File: src/rtl/compressed_output_scheduler_if.sv
`default_nettype none
// ============================================================================
// Module      : compressed_output_scheduler_if
// Description : Handshake bundle between the compression stage, the output
//               scheduler and the top-level output port.
//   slave  modport : scheduler side (consumes mask/enc, produces out_*)
//   master modport : environment side (produces mask/enc, consumes out_*)
//   start        frame start pulse
//   mask_*       sparsity-mask word stream (valid/ready)
//   enc_*        packed non-zero encoded word stream (valid/ready)
//   out_*        scheduled output word stream (valid/ready), out_is_mask tag
//   busy, done   frame status
// Revision    : 1.0 - initial release
// ============================================================================
interface compressed_output_scheduler_if #(
    parameter int MEM_BW = 128
);
    logic              start;
    logic [MEM_BW-1:0] mask_in;
    logic              mask_valid;
    logic              mask_ready;
    logic [MEM_BW-1:0] enc_in;
    logic              enc_valid;
    logic              enc_ready;
    logic [MEM_BW-1:0] out_data;
    logic              out_is_mask;
    logic              out_valid;
    logic              out_ready;
    logic              busy;
    logic              done;

    modport slave (
        input  start, mask_in, mask_valid, enc_in, enc_valid, out_ready,
        output mask_ready, enc_ready, out_data, out_is_mask, out_valid, busy, done
    );

    modport master (
        output start, mask_in, mask_valid, enc_in, enc_valid, out_ready,
        input  mask_ready, enc_ready, out_data, out_is_mask, out_valid, busy, done
    );
endinterface
`default_nettype wire

File: src/rtl/compressed_output_scheduler.sv
`default_nettype none
// ============================================================================
// Module      : compressed_output_scheduler
// Description : Merges the sparsity-mask stream and the packed encoded-word
//               stream onto one output channel in decoder order: one mask
//               word followed by exactly the encoded words it describes,
//               NB_MASK_WORDS times per frame. Single registered output stage.
//   clk      : clock, rising edge
//   rst_in   : synchronous reset, active-high
//   bus      : slave side of compressed_output_scheduler_if
//              (start, mask_*, enc_*, out_*, busy, done)
// Revision    : 1.0 - initial release
// ============================================================================
module compressed_output_scheduler #(
    parameter int MEM_BW        = 128,
    parameter int DATA_WIDTH    = 8,
    parameter int NB_MASK_WORDS = 1568
) (
    input wire clk,
    input wire rst_in,
    compressed_output_scheduler_if.slave bus
);
    localparam int c_ELEMS   = MEM_BW / DATA_WIDTH;
    localparam int c_POP_W   = $clog2(MEM_BW + 1);
    localparam int c_GRP_MAX = MEM_BW / c_ELEMS;
    localparam int c_LEFT_W  = $clog2(c_GRP_MAX + 1);
    localparam int c_CNT_W   = $clog2(NB_MASK_WORDS + 1);

    typedef enum logic [1:0] {
        S_IDLE = 2'd0,
        S_MASK = 2'd1,
        S_ENC  = 2'd2,
        S_DONE = 2'd3
    } state_t;

    state_t              r_state;
    state_t              w_state_nxt;
    logic [c_CNT_W-1:0]  r_mask_cnt;
    logic [c_LEFT_W-1:0] r_enc_left;
    logic [MEM_BW-1:0]   r_out_data;
    logic                r_out_is_mask;
    logic                r_out_valid;
    logic                r_done;

    logic                w_can_load;
    logic                w_mask_ready;
    logic                w_enc_ready;
    logic                w_mask_acc;
    logic                w_enc_acc;
    logic [c_POP_W-1:0]  w_pop;
    logic [c_LEFT_W-1:0] w_grp;
    logic                w_last_mask;
    logic                w_frame_end;
    logic                w_done_nxt;

    // The output register can take a new word when empty or being drained.
    assign w_can_load   = !r_out_valid || bus.out_ready;
    assign w_mask_ready = (r_state == S_MASK) && w_can_load;
    assign w_enc_ready  = (r_state == S_ENC) && w_can_load;
    assign w_mask_acc   = bus.mask_valid && w_mask_ready;
    assign w_enc_acc    = bus.enc_valid && w_enc_ready;

    always_comb begin
        w_pop = '0;
        for (int i = 0; i < MEM_BW; i++) begin
            w_pop = w_pop + c_POP_W'(bus.mask_in[i]);
        end
    end

    // Number of encoded words holding this mask's non-zeros (ceiling division).
    assign w_grp = c_LEFT_W'((32'(w_pop) + 32'(c_ELEMS) - 32'd1) / 32'(c_ELEMS));

    // r_mask_cnt counts accepted masks; it already includes the current one
    // while in ENC, but not the one being accepted in MASK.
    assign w_last_mask = (r_mask_cnt == c_CNT_W'(NB_MASK_WORDS - 1));
    assign w_frame_end = (r_mask_cnt == c_CNT_W'(NB_MASK_WORDS));

    always_comb begin
        w_state_nxt = r_state;
        w_done_nxt  = 1'b0;
        case (r_state)
            S_IDLE: begin
                if (bus.start) begin
                    w_state_nxt = S_MASK;
                end
            end
            S_MASK: begin
                if (w_mask_acc) begin
                    if (w_grp != '0) begin
                        w_state_nxt = S_ENC;
                    end else if (w_last_mask) begin
                        w_state_nxt = S_DONE;
                    end
                end
            end
            S_ENC: begin
                if (w_enc_acc && (r_enc_left == c_LEFT_W'(1))) begin
                    w_state_nxt = w_frame_end ? S_DONE : S_MASK;
                end
            end
            S_DONE: begin
                // Pulse done only once the last word has left the register.
                if (w_can_load) begin
                    w_done_nxt  = 1'b1;
                    w_state_nxt = S_IDLE;
                end
            end
            default: w_state_nxt = S_IDLE;
        endcase
    end

    always_ff @(posedge clk) begin
        if (rst_in) begin
            r_state       <= S_IDLE;
            r_mask_cnt    <= '0;
            r_enc_left    <= '0;
            r_out_data    <= '0;
            r_out_is_mask <= 1'b0;
            r_out_valid   <= 1'b0;
            r_done        <= 1'b0;
        end else begin
            r_state <= w_state_nxt;
            r_done  <= w_done_nxt;

            if (w_mask_acc) begin
                r_out_data    <= bus.mask_in;
                r_out_is_mask <= 1'b1;
                r_out_valid   <= 1'b1;
                r_enc_left    <= w_grp;
            end else if (w_enc_acc) begin
                r_out_data    <= bus.enc_in;
                r_out_is_mask <= 1'b0;
                r_out_valid   <= 1'b1;
                r_enc_left    <= r_enc_left - c_LEFT_W'(1);
            end else if (bus.out_ready) begin
                r_out_valid <= 1'b0;
            end

            if (w_done_nxt || (r_state == S_IDLE)) begin
                r_mask_cnt <= '0;
            end else if (w_mask_acc) begin
                r_mask_cnt <= r_mask_cnt + c_CNT_W'(1);
            end
        end
    end

    assign bus.mask_ready  = w_mask_ready;
    assign bus.enc_ready   = w_enc_ready;
    assign bus.out_data    = r_out_data;
    assign bus.out_is_mask = r_out_is_mask;
    assign bus.out_valid   = r_out_valid;
    assign bus.busy        = (r_state != S_IDLE);
    assign bus.done        = r_done;
endmodule
`default_nettype wire

File: src/flat_wrapper.sv
// flat-port wrapper written by rule: the top's interface ports become plain ports
module compressed_output_scheduler_flat 
#(
    parameter int MEM_BW        = 128,
    parameter int DATA_WIDTH    = 8,
    parameter int NB_MASK_WORDS = 1568
)
  (clk, rst_in, bus_start, bus_mask_in, bus_mask_valid, bus_enc_in, bus_enc_valid, bus_out_ready, bus_mask_ready, bus_enc_ready, bus_out_data, bus_out_is_mask, bus_out_valid, bus_busy, bus_done);
  compressed_output_scheduler_if #(.MEM_BW(MEM_BW)) bus_i ();
  input wire clk;
  input wire rst_in;
  input wire logic [$bits(bus_i.start)-1:0] bus_start;
  input wire logic [$bits(bus_i.mask_in)-1:0] bus_mask_in;
  input wire logic [$bits(bus_i.mask_valid)-1:0] bus_mask_valid;
  input wire logic [$bits(bus_i.enc_in)-1:0] bus_enc_in;
  input wire logic [$bits(bus_i.enc_valid)-1:0] bus_enc_valid;
  input wire logic [$bits(bus_i.out_ready)-1:0] bus_out_ready;
  output wire logic [$bits(bus_i.mask_ready)-1:0] bus_mask_ready;
  output wire logic [$bits(bus_i.enc_ready)-1:0] bus_enc_ready;
  output wire logic [$bits(bus_i.out_data)-1:0] bus_out_data;
  output wire logic [$bits(bus_i.out_is_mask)-1:0] bus_out_is_mask;
  output wire logic [$bits(bus_i.out_valid)-1:0] bus_out_valid;
  output wire logic [$bits(bus_i.busy)-1:0] bus_busy;
  output wire logic [$bits(bus_i.done)-1:0] bus_done;
  assign bus_i.start = bus_start;
  assign bus_i.mask_in = bus_mask_in;
  assign bus_i.mask_valid = bus_mask_valid;
  assign bus_i.enc_in = bus_enc_in;
  assign bus_i.enc_valid = bus_enc_valid;
  assign bus_i.out_ready = bus_out_ready;
  assign bus_mask_ready = bus_i.mask_ready;
  assign bus_enc_ready = bus_i.enc_ready;
  assign bus_out_data = bus_i.out_data;
  assign bus_out_is_mask = bus_i.out_is_mask;
  assign bus_out_valid = bus_i.out_valid;
  assign bus_busy = bus_i.busy;
  assign bus_done = bus_i.done;
  compressed_output_scheduler #(.MEM_BW(MEM_BW), .DATA_WIDTH(DATA_WIDTH), .NB_MASK_WORDS(NB_MASK_WORDS)) u_core (.clk(clk), .rst_in(rst_in), .bus(bus_i));
endmodule
File: config.mk
export PLATFORM = sky130hd
export DESIGN_NAME = compressed_output_scheduler_flat
export DESIGN_NICKNAME = d
export VERILOG_FILES = /design/src/rtl/compressed_output_scheduler_if.sv /design/src/rtl/compressed_output_scheduler.sv /design/src/flat_wrapper.sv
export SDC_FILE = /design/constraint.sdc
export NUM_CORES = 1
export LEC_CHECK = 0
export CAP_MARGIN = 20
export CORE_AREA = 2 2 153 155
export CTS_CLUSTER_SIZE = 40
export DETAILED_ROUTE_END_ITERATION = 6
export DIE_AREA = 0 0 155 157
export PLACE_DENSITY_LB_ADDON = 0.08
export REMOVE_ABC_BUFFERS = 1
export SYNTH_ARGS = -nofsm -noshare
export SYNTH_HDL_FRONTEND = slang
export SYNTH_SLANG_ARGS = --single-unit
File: constraint.sdc
create_clock -name clk -period 19.5 [get_ports clk]
set_input_delay 1.95 -clock clk [delete_from_list [all_inputs] [get_ports clk]]
set_output_delay 1.95 -clock clk [all_outputs]
set_load 0.1 [all_outputs]
Word level (Yosys, flattened, before mapping)
Cells that the tools add are included.

Flip-flop bits (word level): 148. Output and inout bits: 134. Logic and storage cells: 183.

Add/sub/neg operators: 131. Equality and inequality tests: 11. Muxes and demuxes: 19. Reductions and logical operators: 15.

Operator list (number): 8-bit by 1-bit adder with 8-bit output (126); 128-bit 2-to-1 mux (2); 11-bit equality test, second input constant (2); 2-bit 2-to-1 mux (7); 11-bit by 1-bit adder with 11-bit output, second input constant (1); 8-bit by 5-bit adder with 8-bit output, second input constant (1); 4-bit 2-to-1 mux (2); 2-bit case mux with 4 select lines (1); 8-bit by 1-bit subtractor with 8-bit output, second input constant (1); 1-bit 2-to-1 mux (7); 1-bit logical AND (5); 5-bit AND reduction (1); 2-bit equality test, second input constant (2); 4-bit by 1-bit equality test with 1-bit output, second input constant (1); 2-bit by 1-bit != test with 1-bit output, second input constant (2); 2-bit != test, second input constant (2); 2-bit nonzero test (2); 4-bit nonzero test (1); 4-bit by 1-bit subtractor with 4-bit output, second input constant (1); 3-bit by 2-bit != test with 1-bit output, second input constant (1); 3-bit nonzero test (1); 1-bit by 1-bit adder with 2-bit output (1); 2-bit by 1-bit equality test with 1-bit output, second input constant (1); 2-bit zero test (1); other kinds (3) (4).

Logic depth before layout (Yosys ltp)
Gate-level depths: netlist (run 1).

Depth in word-level cells: 133. Gate-level depth with buffers: 26. Depth with buffers taken out: 26.

Worst setup path after synthesis (run 1)
Ideal clock, no wire load.

Path kind: in2reg. From: input port bus_mask_in[35]. To: register u_core.r_state[1]. Data arrival time: 8728 ps. Setup slack: 10640 ps. Stages on the path: 23. Path buffers: 0. Cell sequence: inv_1 > fa_1 > inv_1 > fa_1 > fa_1 > inv_1 > fa_1 > inv_1 > fa_1 > fa_1 > fa_1 > fa_1 > inv_1 > fa_1 > fa_1 > inv_1 > ha_1 > nand4b_1 > a21boi_0 > or3_1 > a2111o_1 > nor3_1 > nor3_1.

Longest elaborated chain between the ends: 99. Elaborated cells between the ends (all ways): 101. Classes of those cells: add/sub: 95; eq/ne: 1; mux: 3; reduce/logical: 2.

RTL lines: start, declared (RTL line flat_wrapper.sv:13) `input wire logic [$bits(bus_i.mask_in)-1:0] bus_mask_in;`; 8-bit by 1-bit adder with 8-bit output * (93 in series) (RTL line compressed_output_scheduler.sv:66) `w_pop = w_pop + c_POP_W'(bus.mask_in[i]);`; 8-bit by 5-bit adder with 8-bit output * (RTL line compressed_output_scheduler.sv:71) `assign w_grp = c_LEFT_W'((32'(w_pop) + 32'(c_ELEMS) - 32'd1) / 32'(c_ELEMS));`; 8-bit by 1-bit subtractor with 8-bit output * (RTL line compressed_output_scheduler.sv:71); 4-bit nonzero test * (RTL line compressed_output_scheduler.sv:89) `if (w_grp != '0) begin`; 2-bit 2-to-1 mux (RTL line compressed_output_scheduler.sv:89); 2-bit 2-to-1 mux (RTL line compressed_output_scheduler.sv:88) `if (w_mask_acc) begin`; 2-bit case mux with 4 select lines (RTL line compressed_output_scheduler.sv:81) `case (r_state)`; end signal, assigned (RTL line compressed_output_scheduler.sv:122) `r_state <= w_state_nxt;`; end, declared (RTL line compressed_output_scheduler.sv:36) `state_t r_state;`.

Every way passes the cells marked *; elsewhere a longest branch is shown, timed or not. The select of a mux whose other input is x is not followed. A chain may end at the register's enable or synchronous reset.

Worst setup path after layout (run 1)
From: input port bus_mask_in[53]. To: register u_core.r_state[1].

Longest elaborated chain between the ends: 81. Elaborated cells between the ends (all ways): 83. Classes of those cells: add/sub: 77; eq/ne: 1; mux: 3; reduce/logical: 2.

RTL lines (RTL line): 8-bit by 1-bit adder with 8-bit output * (75 in series) (compressed_output_scheduler.sv:66); 8-bit by 5-bit adder with 8-bit output * (compressed_output_scheduler.sv:71); 8-bit by 1-bit subtractor with 8-bit output * (compressed_output_scheduler.sv:71); 4-bit nonzero test * (compressed_output_scheduler.sv:89); 2-bit 2-to-1 mux (compressed_output_scheduler.sv:89); 2-bit 2-to-1 mux (compressed_output_scheduler.sv:88); 2-bit case mux with 4 select lines (compressed_output_scheduler.sv:81).

Marks and branches as above.

==> metrics.csv, run 1 <==
stage,metric,value,unit
sta,Final setup viols,0,
detailed_routing,Initial DRC Count,457,
sta,min Tclk post-route,9.26,ns
global_route,first-pass GRT wire length,49800,um
logic_synthesis,post-synthesis mux area share,0.000989,
worst_setup_path,CP endpoint kind,flip-flop,
detailed_routing,Pre-antenna DRT Iters,5,
worst_setup_path,required time of the critical path,19.78,ns
logic_synthesis,ys async rst share,0,
hold_path,hold wc startpoint,u_core.bus.out_data[88],
detailed_routing,Routed wire per std cell,17.0,um
detailed_routing,via count,9306,
worst_setup_path,RR Endpoint,u_core.r_enc_left[2],
logic_synthesis,largest family of logic cells by synthesized area,adder cells,
worst_setup_path,crit start category,primary input,
cts,Post-CTS Hold Buffers,0,
floorplanning,die height,157,um
hold_path,Worst Hold Depth,2,
layout,"commonest non-fill, non-tap cell in the layout",clkdlybuf4s50_1,
floorplanning,row count,55,
logic_synthesis,Cell variety after synth,50,
logic_synthesis,Compound-Gate Fraction of Synth Area,0.133,
logic_synthesis,Syn Inst Count,1204,
detailed_routing,routed vias/inst,5.04,
global_route,antenna violations before repair,2,
global_route,largest net degree at the start of global routing,198,
outcome,status,completed,
layout,fillcell total,1909,
layout,"commonest non-fill, non-tap cells in the layout","clkdlybuf4s50_1, nand2_1, inv_1",
logic_synthesis,sequential fraction of the synthesis area,0.293,
cts,Num CTS Buffers,17,
logic_synthesis,Ys Warns,0,
cts,clock latency on the worst-skew pair,0.43,ns
place,port bufs,395,
floorplanning,initial core utilization,0.450,
layout,share of layout cells above drive strength 1,0.0301,
floorplanning,die area,24300,um^2
layout,Final nets,1960,
global_route,gr ovfl total,0,
cts,CTS resizes,0,
hold_path,Hold Path Class,reg -> reg,
floorplanning,chip width,155,um
worst_setup_path,Worst Path Max Fanout,3,
logic_synthesis,XOR/XNOR Fraction of Synth Area,0.00951,
cts,TritonCTS clock tree,done,
hold_path,Hold Path Sink,u_core.bus.out_data[88],
sta,setup_tns,0,ns
place,RD Place Congestion,0.828,
worst_setup_path,R2R cell count,6,
logic_synthesis,Post-synth EDFFs,0,
cts,clk sinks,148,
sta,clk_skew,0.0110,ns
logic_synthesis,Post-Syn Area,10100,um^2
logic_synthesis,Syn Area/Cell,8.41,um^2
detailed_routing,Detailed Route WL,31300,um
sta,Final Max Slew Viols,0,
worst_setup_path,Worst Setup SP,bus_mask_in[53],
floorplanning,# IOs,396,
cts,Max clock buf depth,2,
place,HPWL Detailed,23300,um
cts,clock-pin slew on the worst setup and hold paths,0.07,ns
logic_synthesis,area share of and/or/nand/nor cells after synthesis,0.184,
logic_synthesis,Synth Area in Adders,0.275,
logic_synthesis,#FFs+latches synth,148,
cts,Post-CTS Repair Setup Buffers,0,
cts,Root Buffer,clkbuf_16,
worst_setup_path,CP Class,in -> reg,
worst_setup_path,RR Startpoint,u_core.r_state[1],
floorplanning,core area,22500,um^2
sta,Rel. slew slack,0.253,
sta,worst-margin pin slew,1.12,ns
worst_setup_path,crit path DAT,9.54,ns
sta,Fmax,108,MHz
sta,count of final hold-check violations,0,
sta,RSZ-0062 raised after global routing,no,
run,maxcap violations,0,
sta,Hold WS,0.478,ns
detailed_routing,DRT antenna net count,0,
layout,area grow syn2layout,45.9,%
worst_setup_path,R2R Setup Slk,16.47,ns
cts,H-tree Lvls,4,
detailed_routing,DRC,0,
logic_synthesis,Most used DFF post-synth,dfxtp_1,
sta,final worst-path cycle share,0.475,
global_route,GR Util All Layers,0.259,
global_route,vias in the first global route,9528,
## final cells by class
class | count | area, um^2 | share of cell area
well taps | 285 | 357 | 0.0241
diodes | 1 | 2.50 | 0.000169
repair buffers | 399 | 3990 | 0.270
multi-input cells | 782 | 6130 | 0.415
clock buffers | 19 | 433 | 0.0293
inverters | 198 | 743 | 0.0503
clock inverters | 13 | 150 | 0.0102
flip-flops and latches | 148 | 2960 | 0.201
## worst max-delay path: stages
cell	delay [ns]
clkdlybuf4s50_1	0.52
fa_1	0.58
inv_1	0.05
fa_1	0.50
inv_1	0.06
fa_1	0.42
fa_1	0.56
inv_1	0.06
fa_1	0.50
fa_1	0.52
inv_1	0.05
fa_1	0.49
fa_1	0.54
inv_1	0.05
fa_1	0.50
fa_1	0.54
inv_1	0.04
ha_1	0.29
nand4b_1	0.14
a21boi_0	0.12
or3_1	0.33
a2111o_1	0.46
nor3_1	0.20
nor3_1	0.07
## worst max-delay path by stage
| stage | slack [ns] | to |
|---|---|---|
| global route | 9.95 | u_core.r_state[1] |
| CTS | 10.22 | u_core.r_state[1] |
| floorplan | 10.65 | u_core.r_state[1] |
| finish | 10.24 | u_core.r_state[1] |
| global placement | 9.84 | u_core.r_state[1] |
| detailed placement | 9.78 | u_core.r_state[1] |
## synthesized netlist by cell type (all sizes together), types with 3 or more instances
| cell type | number | share of area |
|---|---|---|
| xor2 | 7 | 0.0061 |
| buf | 35 | 0.016 |
| a311oi | 128 | 0.11 |
| nor2b | 4 | 0.0025 |
| ha | 35 | 0.043 |
| nor2 | 142 | 0.053 |
| nand3 | 6 | 0.0030 |
| nand4 | 5 | 0.0031 |
| a211oi | 5 | 0.0037 |
| nand2 | 268 | 0.099 |
| nor3b | 3 | 0.0027 |
| nor3 | 5 | 0.0025 |
| nor4b | 3 | 0.0032 |
| fa | 117 | 0.23 |
| a21oi | 11 | 0.0058 |
| or3 | 4 | 0.0025 |
| o21ai | 7 | 0.0035 |
| dfxtp | 148 | 0.29 |
| inv | 198 | 0.073 |
| clkbuf | 40 | 0.015 |
| nor4 | 3 | 0.0019 |
| and3 | 4 | 0.0026 |
| xnor2 | 4 | 0.0035 |
## stage by stage
stage	cell area (um^2)	utilization	std cells	setup WS, ns
final	14800	0.656	1845	10.24
after global routing	14800	0.656	1844	9.95
after CTS	14800	0.656	1844	10.22
after detailed placement	14200	0.630	1812	9.78
after global placement	14200	0.630	1812	9.84
after floorplan	9810	-	1128	10.65
## cells by family after synthesis
logic type | after synthesis
AND/OR/NAND/NOR | 458
buffers and inverters | 274
AO/OA/AOI/OAI | 160
adder cells (fa/ha/maj) | 152
flip-flops | 148
XOR/XNOR | 11
multiplexers | 1
## sequential cells by signal, summed over array words and instances (netlist names)
name / cells
u_core.bus.out_is_mask: 1
u_core.r_mask_cnt: 11
u_core.r_state: 2
u_core.r_enc_left: 4
u_core.bus.out_data: 128
u_core.bus.out_valid: 1
u_core.bus.done: 1
## routing by layer
metal,part of all wire,global-route usage,vias to the layer above,wire (um)
met5,0.00086,0,-,27
met4,0.029,0.0939,4,900
met3,0.070,0.0705,53,2200
met2,0.49,0.438,303,15300
met1,0.41,0.319,4378,12900
li1,-,-,4568,-
Power of run 1 is not shown: default switching activity piles up to over one toggle a cycle in this logic, so the estimate is an artifact.
==> run 2: changes to the inputs <==
Settings changed: CORE_AREA 2 2 153 155 to unset, CORE_ASPECT_RATIO set to 1.1, CORE_MARGIN set to 2, CORE_UTILIZATION set to 45, DIE_AREA 0 0 155 157 to unset.
Clock period 19.5 ns to 9.5 ns, I/O delays scaled along.
==> metrics.csv, run 2 (synthesis results as in run 1) <==
stage,metric,value,unit,change
floorplanning,core area,22100,um^2,"was 22,500 um^2"
cts,TritonCTS clock tree,done,,unchanged
worst_setup_path,crit-path cells,"clkdlybuf4s50_1, inv_1, fa_1, inv_1, fa_1, fa_1, inv_1, fa_1, inv_1, fa_1, fa_1, fa_1, fa_1, inv_1, fa_1, fa_1, inv_1, ha_1, nand4b_1, a21boi_0, or3_1, a2111o_1, nor3_1, nor3_1",,"was clkdlybuf4s50_1, fa_1, inv_1, fa_1, inv_1, fa_1, fa_1, inv_1, fa_1, fa_1, inv_1, fa_1, fa_1, inv_1, fa_1, fa_1, inv_1, ha_1, nand4b_1, a21boi_0, or3_1, a2111o_1, nor3_1, nor3_1"
hold_path,hold wc startpoint,u_core.bus.out_data[87],,was u_core.bus.out_data[88]
floorplanning,die area,23700,um^2,"was 24,300 um^2"
worst_setup_path,crit path DAT,8.67,ns,was 9.54 ns
worst_setup_path,CP endpoint kind,flip-flop,,unchanged
global_route,largest net degree at the start of global routing,89,,was 198
worst_setup_path,RR Endpoint,u_core.bus.out_data[95],,was u_core.r_enc_left[2]
global_route,vias in the first global route,9668,,"was 9,528"
layout,share of layout cells above drive strength 1,0.0314,,was 0.0301
floorplanning,die height,161,um,was 157 um
sta,Rel. slew slack,0.279,,was 0.253
place,RD Place Congestion,0.833,,was 0.828
worst_setup_path,Critical Path Max Stage Delay,0.57,ns,was 0.58 ns
floorplanning,row count,57,,was 55
sta,setup_tns,0,ns,unchanged
place,Inst Count DP,1824,,"was 1,812"
hold_path,Hold Path Sink,u_core.bus.out_data[87],,was u_core.bus.out_data[88]
worst_setup_path,"delay-heaviest family, CP",adder cells,,unchanged
sta,Final Max Slew Viols,0,,unchanged
cts,Max clock buf depth,2,,unchanged
cts,Post-CTS Hold Buffers,0,,unchanged
detailed_routing,via count,9473,,"was 9,306"
worst_setup_path,crit path max-delay cell type,fa_1,,unchanged
place,port bufs,395,,unchanged
detailed_routing,routed vias/inst,5.10,,was 5.04
cts,clock-pin slew on the worst setup and hold paths,0.07,ns,about the same
worst_setup_path,crit-path most repeated cell,fa_1,,unchanged
detailed_routing,DRT antenna net count,0,,unchanged
layout,area grow syn2layout,46.1,%,was 45.9%
cts,clock latency on the worst-skew pair,0.43,ns,about the same
layout,number of flip-flops in the largest register,128,,unchanged
sta,Fmax,119,MHz,
cts,Num CTS Buffers,17,,unchanged
cts,CTS resizes,0,,unchanged
worst_setup_path,R2R cell count,6,,unchanged
floorplanning,initial core utilization,0.458,,was 0.450
worst_setup_path,R2R Setup Slk,6.56,ns,was 16.47 ns
cts,H-tree Lvls,4,,unchanged
sta,RSZ-0062 raised after global routing,no,,unchanged
layout,fin cells,1856,,"was 1,845"
floorplanning,chip width,147,um,was 155 um
sta,final worst-path cycle share,0.882,,
worst_setup_path,required time of the critical path,9.78,ns,was 19.78 ns
sta,Final setup viols,0,,unchanged
global_route,antenna violations before repair,1,,was 2
worst_setup_path,Worst Path Max Fanout,3,,unchanged
place,HPWL Detailed,23500,um,"was 23,300 um"
detailed_routing,Routed wire per std cell,16.8,um,was 17.0 um
worst_setup_path,crit start category,primary input,,unchanged
layout,"commonest non-fill, non-tap cell in the layout",clkdlybuf4s50_1,,unchanged
outcome,status,completed,,unchanged
sta,count of final hold-check violations,0,,unchanged
sta,Hold WS,0.481,ns,was 0.478 ns
worst_setup_path,Bufs and invs on worst path,7,,unchanged
global_route,gr ovfl total,0,,unchanged
cts,clk sinks,148,,unchanged
run,maxcap violations,0,,unchanged
layout,Final nets,1962,,"was 1,960"
detailed_routing,DRC,0,,unchanged
floorplanning,# IOs,396,,unchanged
hold_path,Worst Hold Depth,2,,unchanged
cts,Post-CTS Repair Setup Buffers,0,,unchanged
layout,ant diodes,0,,was 1
detailed_routing,Pre-antenna DRT Iters,5,,unchanged
hold_path,Hold Path Class,reg -> reg,,unchanged
global_route,first-pass GRT wire length,49700,um,"was 49,800 um"
sta,worst-margin pin slew,1.08,ns,was 1.12 ns
worst_setup_path,RR Startpoint,u_core.r_state[0],,was u_core.r_state[1]
sta,clk_skew,0.0104,ns,was 0.0110 ns
layout,"commonest non-fill, non-tap cells in the layout","clkdlybuf4s50_1, nand2_1, inv_1",,unchanged
detailed_routing,Detailed Route WL,31100,um,"was 31,300 um"
sta,min Tclk post-route,8.38,ns,
detailed_routing,Initial DRC Count,419,,was 457
cts,Root Buffer,clkbuf_16,,unchanged
layout,fillcell total,1928,,"was 1,909"
worst_setup_path,CP Class,in -> reg,,unchanged
global_route,GR Util All Layers,0.263,,was 0.259
## run 2: area by class of cell
cell class / instances / area, um^2 / share of cell area
multi-input cells: 782 / 6130 / 0.414
clock buffers: 20 / 447 / 0.0302
clock inverters: 12 / 146 / 0.00990
inverters: 198 / 743 / 0.0502
well taps: 295 / 369 / 0.0249
repair buffers: 401 / 4000 / 0.270
flip-flops and latches: 148 / 2960 / 0.200
## run 2: stage by stage
| stage | utilization | cell area, um^2 | setup WS (ns) |
|---|---|---|---|
| after floorplan | - | 9810 | 1.65 |
| after global placement | 0.642 | 14200 | 0.796 |
| after detailed placement | 0.642 | 14200 | 0.671 |
| after CTS | 0.669 | 14800 | 1.11 |
| after global routing | 0.669 | 14800 | 0.797 |
| final | 0.669 | 14800 | 1.12 |
## run 2: how the worst max path moves through the flow
stage                          from                 to  slack (ns)  cells after the start
CTS                 bus_mask_in[35]  u_core.r_state[1]        1.11                     24
detailed placement  bus_mask_in[35]  u_core.r_state[1]        0.67                     24
finish              bus_mask_in[35]  u_core.r_state[1]        1.12                     24
global route        bus_mask_in[35]  u_core.r_state[1]        0.80                     24
global placement    bus_mask_in[35]  u_core.r_state[1]        0.80                     24
floorplan           bus_mask_in[35]  u_core.r_state[1]        1.65                     23
## run 2: tightest hold or removal path, delay by kind of cell, from the launching register on
family	cells	cell delay, ns
AO/OA/AOI/OAI	1	0.07
flip-flops	1	0.31
AND/OR/NAND/NOR	1	0.05
## run 2: layer usage
layer	up-vias	GRT usage	routed length [um]
met5	-	0	13
met4	2	0.108	1060
met3	62	0.0678	2250
met2	322	0.450	15300
met1	4508	0.315	12500
li1	4579	-	-
Power of run 2 is left out for the same reason.
==> run 3: changes to the inputs <==
Settings changed: PLACE_DENSITY set to 0.9, PLACE_DENSITY_LB_ADDON 0.08 to unset, SKIP_LAST_GASP set to 1.
==> metrics.csv, run 3 (synthesis results as in run 1) <==
stage,metric,value,unit,change
outcome,status,finished with violations,,was completed
outcome,failing checks,design-rule violations,,
run,maxcap violations,0,,unchanged
detailed_routing,Detailed Route WL,31500,um,"was 31,100 um"
sta,Fmax,121,MHz,was 119 MHz
global_route,first-pass GRT wire length,50200,um,"was 49,700 um"
global_route,largest net degree at the start of global routing,108,,was 89
cts,H-tree Lvls,4,,unchanged
worst_setup_path,crit-path most repeated cell,fa_1,,unchanged
cts,CTS resizes,0,,unchanged
layout,"Core Util, Final",0.668,,was 0.669
global_route,gr ovfl total,0,,unchanged
sta,Final Max Slew Viols,0,,unchanged
worst_setup_path,required time of the critical path,9.78,ns,about the same
worst_setup_path,crit path max-delay cell type,fa_1,,unchanged
cts,TritonCTS clock tree,done,,unchanged
detailed_routing,Pre-antenna DRT Iters,7,,was 5
floorplanning,core area,22100,um^2,unchanged
cts,Post-CTS Repair Setup Buffers,0,,unchanged
sta,setup_tns,0,ns,unchanged
sta,Final setup viols,0,,unchanged
global_route,GR Util All Layers,0.265,,was 0.263
layout,share of layout cells above drive strength 1,0.0314,,about the same
sta,final worst-path cycle share,0.870,,was 0.882
worst_setup_path,crit start category,primary input,,unchanged
detailed_routing,DRT antenna net count,0,,unchanged
worst_setup_path,Critical Path Max Stage Delay,0.58,ns,was 0.57 ns
detailed_routing,Routed wire per std cell,17.0,um,was 16.8 um
layout,"commonest non-fill, non-tap cells in the layout","clkdlybuf4s50_1, nand2_1, inv_1",,unchanged
floorplanning,chip width,147,um,unchanged
layout,number of flip-flops in the largest register,128,,unchanged
cts,clock latency on the worst-skew pair,0.43,ns,about the same
floorplanning,# IOs,396,,unchanged
cts,Post-CTS Hold Buffers,0,,unchanged
place,RD Place Congestion,0.878,,was 0.833
hold_path,Hold Path Class,reg -> reg,,unchanged
detailed_routing,DRC,4,,was 0
sta,worst-margin pin slew,1.07,ns,was 1.08 ns
floorplanning,die height,161,um,unchanged
cts,Max clock buf depth,2,,unchanged
sta,Rel. slew slack,0.288,,was 0.279
floorplanning,die area,23700,um^2,unchanged
worst_setup_path,crit-path cells,"clkdlybuf4s50_1, inv_1, fa_1, inv_1, fa_1, fa_1, inv_1, fa_1, inv_1, fa_1, fa_1, fa_1, fa_1, inv_1, fa_1, fa_1, inv_1, ha_1, nand4b_1, a21boi_0, or3_1, a2111o_1, nor3_1, nor3_1",,unchanged
worst_setup_path,CP Class,in -> reg,,unchanged
detailed_routing,routed vias/inst,5.24,,was 5.10
global_route,vias in the first global route,9977,,"was 9,668"
worst_setup_path,Worst Path Max Fanout,3,,unchanged
worst_setup_path,CP endpoint kind,flip-flop,,unchanged
worst_setup_path,crit path DAT,8.54,ns,was 8.67 ns
detailed_routing,via count,9728,,"was 9,473"
place,HPWL Detailed,24000,um,"was 23,500 um"
layout,Final nets,1961,,"was 1,962"
floorplanning,row count,57,,unchanged
cts,Root Buffer,clkbuf_16,,unchanged
layout,area grow syn2layout,45.8,%,was 46.1%
floorplanning,initial core utilization,0.458,,unchanged
global_route,antenna violations before repair,0,,was 1
detailed_routing,Initial DRC Count,483,,was 419
layout,ant diodes,0,,unchanged
place,port bufs,395,,unchanged
sta,RSZ-0062 raised after global routing,no,,unchanged
sta,min Tclk post-route,8.26,ns,was 8.38 ns
sta,count of final hold-check violations,0,,unchanged
sta,clk_skew,0.0161,ns,was 0.0104 ns
cts,Num CTS Buffers,17,,unchanged
cts,clk sinks,148,,unchanged
layout,"commonest non-fill, non-tap cell in the layout",clkdlybuf4s50_1,,unchanged
cts,clock-pin slew on the worst setup and hold paths,0.07,ns,about the same
## run 3: final timing paths
check                               start                      end  depth (start not counted)  slack, ns
hold / removal    u_core.bus.out_data[72]  u_core.bus.out_data[72]                          2       0.48
setup reg to reg        u_core.r_state[1]     u_core.r_enc_left[2]                          6       6.42
hold reg to reg   u_core.bus.out_data[72]  u_core.bus.out_data[72]                          2       0.48
setup / recovery          bus_mask_in[37]        u_core.r_state[1]                         24       1.24
## run 3: cell type report
cell class / count / area [um^2]
well taps: 295 / 369
clock inverters: 12 / 118
flip-flops and latches: 148 / 2960
repair buffers: 400 / 3990
clock buffers: 20 / 457
inverters: 198 / 743
multi-input cells: 782 / 6130
fillers: 1720 / 7340
## run 3: layer usage
layer / up-vias / global-route usage / routed length [um]
met5: - / 0 / 0
met4: 0 / 0.113 / 1190
met3: 84 / 0.0582 / 2210
met2: 433 / 0.454 / 15800
met1: 4634 / 0.323 / 12300
li1: 4577 / - / -
## run 3: worst max-delay path, delay by kind of cell
| family | cells | cell delay (ns) |
|---|---|---|
| AO/OA/AOI/OAI | 2 | 0.56 |
| buffers and inverters | 7 | 0.81 |
| adder cells (fa/ha/maj) | 11 | 5.44 |
| AND/OR/NAND/NOR | 4 | 0.76 |
## run 3: metrics by stage
stage                     setup WS [ns]  hold slack (ns)  cell area [um^2]  cells
after global routing               1.00            0.505             14800   1855
after CTS                          1.25            0.486             14800   1855
after floorplan                    1.65            0.466              9810   1128
final                              1.24            0.484             14800   1855
after detailed placement          0.770            0.470             14200   1823
after global placement            0.874            0.467             14200   1823
Power of run 3 is left out for the same reason.
